## src/rtl/planning_move_scheduler.sv

```systemverilog
// Round-robin move scheduler for the planning plant: one agent per cycle, FIRST/INIT/RUN/HALT phases.
// Optional SCHED_GAP_EN macro inserts a mandatory idle cycle after every grant.
module planning_move_scheduler #(
    parameter int unsigned INIT_CYCLES = 4
) (
    input  logic       clk,
    input  logic       rst_n,
    input  logic       req_robot,
    input  logic [1:0] dir_robot,
    input  logic       req_obs1,
    input  logic [1:0] dir_obs1,
    input  logic       req_obs2,
    input  logic [1:0] dir_obs2,
    input  logic       end_init,
    input  logic       error,
    output logic       move_robot,
    output logic       controllable_up,
    output logic       controllable_down,
    output logic       controllable_left,
    output logic       controllable_right,
    output logic       move_obs1_up,
    output logic       move_obs1_down,
    output logic       move_obs1_left,
    output logic       move_obs1_right,
    output logic       move_obs2_up,
    output logic       move_obs2_down,
    output logic       move_obs2_left,
    output logic       move_obs2_right,
    output logic [1:0] phase
);

    typedef enum logic [1:0] {
        FIRST = 2'b00,
        INIT  = 2'b01,
        RUN   = 2'b10,
        HALT  = 2'b11
    } phase_e;

    phase_e     phase_q, phase_d;
    logic [7:0] cnt_q, cnt_d;
    logic [1:0] rr_q, rr_d;
    logic [2:0] gnt_q, gnt_d;
    logic [3:0] dr_q, dr_d;
    logic [3:0] d1_q, d1_d;
    logic [3:0] d2_q, d2_d;
    logic       gap;
    logic       open;
    logic [2:0] elig;

    always_comb begin
`ifdef SCHED_GAP_EN
        gap = |gnt_q;
`else
        gap = 1'b0;
`endif
        open = (phase_q == INIT || phase_q == RUN) && !error && !gap;
        // robot is masked until the run phase
        elig = {req_obs2, req_obs1, req_robot && (phase_q == RUN)} & {3{open}};

        case (rr_q)
            2'd1:    gnt_d = elig[1] ? 3'b010 : elig[2] ? 3'b100 :
                             elig[0] ? 3'b001 : 3'b000;
            2'd2:    gnt_d = elig[2] ? 3'b100 : elig[0] ? 3'b001 :
                             elig[1] ? 3'b010 : 3'b000;
            default: gnt_d = elig[0] ? 3'b001 : elig[1] ? 3'b010 :
                             elig[2] ? 3'b100 : 3'b000;
        endcase

        rr_d = rr_q;
        if (gnt_d[0]) rr_d = 2'd1;
        if (gnt_d[1]) rr_d = 2'd2;
        if (gnt_d[2]) rr_d = 2'd0;

        dr_d = gnt_d[0] ? (4'b0001 << dir_robot) : 4'b0000;
        d1_d = gnt_d[1] ? (4'b0001 << dir_obs1) : 4'b0000;
        d2_d = gnt_d[2] ? (4'b0001 << dir_obs2) : 4'b0000;

        cnt_d   = cnt_q;
        phase_d = phase_q;
        if (phase_q == INIT) cnt_d = cnt_q - 8'd1;
        if (error) begin
            phase_d = HALT;
        end else begin
            case (phase_q)
                FIRST: phase_d = INIT;
                INIT:  if (cnt_q == 8'd1 || end_init) phase_d = RUN;
                default: phase_d = phase_q;
            endcase
        end
    end

    always_ff @(posedge clk or negedge rst_n) begin
        if (!rst_n) begin
            phase_q <= FIRST;
            cnt_q   <= 8'(INIT_CYCLES);
            rr_q    <= 2'd0;
            gnt_q   <= 3'b000;
            dr_q    <= 4'b0000;
            d1_q    <= 4'b0000;
            d2_q    <= 4'b0000;
        end else begin
            phase_q <= phase_d;
            cnt_q   <= cnt_d;
            rr_q    <= rr_d;
            gnt_q   <= gnt_d;
            dr_q    <= dr_d;
            d1_q    <= d1_d;
            d2_q    <= d2_d;
        end
    end

    assign move_robot = gnt_q[0];
    assign {controllable_right, controllable_left,
            controllable_down, controllable_up} = dr_q;
    assign {move_obs1_right, move_obs1_left,
            move_obs1_down, move_obs1_up} = d1_q;
    assign {move_obs2_right, move_obs2_left,
            move_obs2_down, move_obs2_up} = d2_q;
    assign phase = phase_q;

endmodule
```

## config.mk

```make
export PLATFORM = sky130hd
export DESIGN_NAME = planning_move_scheduler
export DESIGN_NICKNAME = d
export VERILOG_FILES = /design/src/rtl/planning_move_scheduler.sv
export SDC_FILE = /design/constraint.sdc
export NUM_CORES = 1
export LEC_CHECK = 0
export BUFFER_PORTS_ARGS = -buffer_cell sky130_fd_sc_hd__buf_4
export CELL_PAD_IN_SITES_DETAIL_PLACEMENT = 0
export CELL_PAD_IN_SITES_GLOBAL_PLACEMENT = 1
export CORE_MARGIN = 5
export CORE_UTILIZATION = 43
export CTS_CLUSTER_SIZE = 28
export DETAILED_ROUTE_END_ITERATION = 10
export PLACE_DENSITY_LB_ADDON = 0.1
export SYNTH_ARGS = -nofsm -noshare
export SYNTH_HDL_FRONTEND = slang
export SYNTH_SLANG_ARGS = --single-unit
```

## constraint.sdc

```tcl
create_clock -name clk -period 2.59 [get_ports clk]
set_input_delay 0.518 -clock clk [delete_from_list [all_inputs] [get_ports clk]]
set_output_delay 0.518 -clock clk [all_outputs]
set_load 0.05 [all_outputs]
```

==> results.cfg <==
[global_routing]
grt_pass1_vias = 816
grt_max_degree = 26
grt_pass1_wl_um = 3580
grt_antenna_before_repair = 0
track_usage_pct = 12.9
gr-total-overflow = 0

[floorplanning]
die_area_um2 = 3830
fp-row-count = 18
die_h_um = 61.9
ios = 28
start_util_pct = 45.9
coreArea_um2 = 2520
die_w_um = 61.9

[clocking]
clock-root-buffer = clkbuf_4
cts_buffers = 3
insertion_delay_ns = 0.31
htree_levels = 1
clk_pin_slew_ns = 0.14
cts.repair.resized = 0
cts_setup_buffers = 0
clock_path_buffers = 2
cts_tree = yes
clock_sinks = 25
cts_hold_buf = 0

[placed_design]
routabilityCongestion = 0.724
io_buffers = 27
dp_hpwl_um = 1610
dp_cells = 155
pre_cts_slack_ns = 0.959

[worst_setup_path]
worst-path-buf-inv = 1
rr_endpoint = rr_q[0]$_DFFE_PN0P_
r2r_cells = 6
reg2reg_setup_slack_ns = 0.93
worstPathRequired_ns = 2.85
cp-end-kind = register
path_max_fanout = 6
crit_slowest_cell = dfrtp_1
path_delay_family = simple AND/OR/NAND/NOR gates
start_kind = register
critPathArrivalTime_ns = 1.91
critPathKind = register to register
cp_cell_sequence = inv_1 > ha_1 > and3b_1 > nor2b_1 > o31ai_4 > and3_1
cp_slowest_stage_delay_ns = 0.42
reg2reg_from = phase[0]$_DFFE_PN0P_
cp.depth = 6

[detailed_routing]
vias_per_cell = 4.82
routed_wl_um = 2100
dr_total_vias = 766
wl_per_cell_um = 13.2
drc = 0
drtIter0Drc = 30
drt_pass1_iterations = 3
ant_nets = 0

[sta]
hold_viol = 0
min_period_over_period_pct = 64.0
tns_ns = 0
fin_crit_ns = 1.66
fmax_mhz = 603
whs_ns = 0.0726
worst_pin_slew_ns = 0.371
slew_headroom_pct = 75.1
clock_skew_ns = 0.00761
fin_ws_ns = 0.931
setup_violations = 0
rsz0062_at_grt = false
slew_violations = 0

[logic_synthesis]
ys_seq_area_share_pct = 54.2
async_flop_share_pct = 100
synth-edff-count = 0
ys_types = 30
synth_area_per_cell_um2 = 11.8
syn_inst = 98
syn_area_um2 = 1160
synth_nets = 118
synth-seq-cells = 25
synth_warnings = 0
synth-main-ff-cell = dfrtp_1

[power_and_ir_drop]
seq_power_share_pct = 65.9
comb_power_share_pct = 5.1
switching_share_pct = 21.9
power_density_nw_per_um2 = 416
irDropWorstVdd_mv = 0.312
p_switching_uw = 130
internal_power_uw = 463
power_frac_clock_pct = 28.9
report.power.total_uw = 592
leakagePower_nw = 0.729

[min_path]
hold_path_class = input pin to asynchronous set/reset pin

[layout]
antennaDiodeCount = 0
final_nets = 150
area_growth_pct = 23.1
stdcell_count = 159
fill_cells = 231
layout_commonest_cell = buf_4
drive_above_1_share_pct = 32.6
final_cell_mix = buf_4, dfrtp_1, inv_1, nand2_1

[run_status]
status = finished, final reports clean

[run]
maxCapViolCount = 0
[registers in the layout (all words and copies together) (netlist names)]
signal / flops
cnt_q: 8
d1_q: 4
d2_q: 4
dr_q: 4
gnt_q: 1
phase: 2
rr_q: 2
[per-stage QoR]
step / utilization, % / cell area (um2)
6_report: 56.5 / 1430
3_5_place_dp: 55.4 / 1400
5_1_grt: 56.5 / 1430
4_1_cts: 56.5 / 1430
2_1_floorplan: - / 1160
3_3_place_gp: 55.4 / 1400
[power by group through the flow]
stage | logic (mW) | clock network, mW | registers [mW]
2_1_floorplan | 0.00448 | 0 | 0.398
3_3_place_gp | 0.0309 | 0 | 0.398
3_5_place_dp | 0.0318 | 0 | 0.398
4_1_cts | 0.0318 | 0.183 | 0.391
5_1_grt | 0.0348 | 0.202 | 0.391
6_report | 0.0305 | 0.171 | 0.390
[cells by family after synthesis]
kind of cell,after synthesis,synth area share (%)
xor gates and xnor gates,7,5.30
AOI/OAI and AO/OA,12,9.62
DFF,25,54.2
adders and majority gates,7,7.57
buffers and inverters,10,3.24
and+or+nand+nor,37,20.1
[final cells by class]
cell class	count	area, um2	area share [%]
flip-flops and latches	25	627	44.0
multi-input cells	63	493	34.6
repair buffers	27	203	14.2
inverters	10	37.5	2.63
well taps	30	37.5	2.63
clock buffers	3	22.5	1.58
clock inverters	1	5.00	0.351
[Yosys cell counts, drive strengths merged (2+ instances only)]
cell type	n	share of area, %
dfrtp	24	52
inv	10	3.2
nand2	8	2.6
ha	7	7.6
nor3	7	3.0
nor3b	6	4.3
a21oi	4	2.1
nor2	4	1.3
xnor2	4	3.0
xor2	3	2.3
and3	2	1.1
nor2b	2	1.1
nor4	2	2.2
o21ai	2	0.86
o31ai	2	3.7
[layer usage]
| layer | global-route usage [%] | vias to the layer above | share of wire (%) | routed length [um] |
|---|---|---|---|---|
| met5 | 0 | - | 0 | 0 |
| met4 | 4.55 | 0 | 0.90 | 19 |
| met3 | 3.31 | 2 | 3.7 | 78 |
| met2 | 22.6 | 8 | 54 | 1140 |
| met1 | 15.2 | 366 | 41 | 866 |
| li1 | - | 390 | - | - |
[worst max path at each step]
stage                                     end  slack (ns)            startpoint
after global placement    rr_q[0]$_DFFE_PN0P_        0.99   rr_q[0]$_DFFE_PN0P_
after floorplan           rr_q[0]$_DFFE_PN0P_        0.75  phase[0]$_DFFE_PN0P_
after global routing      rr_q[0]$_DFFE_PN0P_        0.77  phase[0]$_DFFE_PN0P_
after CTS                 rr_q[0]$_DFFE_PN0P_        0.92  phase[0]$_DFFE_PN0P_
after detailed placement  rr_q[0]$_DFFE_PN0P_        0.96  phase[0]$_DFFE_PN0P_
final                     rr_q[0]$_DFFE_PN0P_        0.93  phase[0]$_DFFE_PN0P_
No activity file was read; power rests on OpenSTA's default activity.
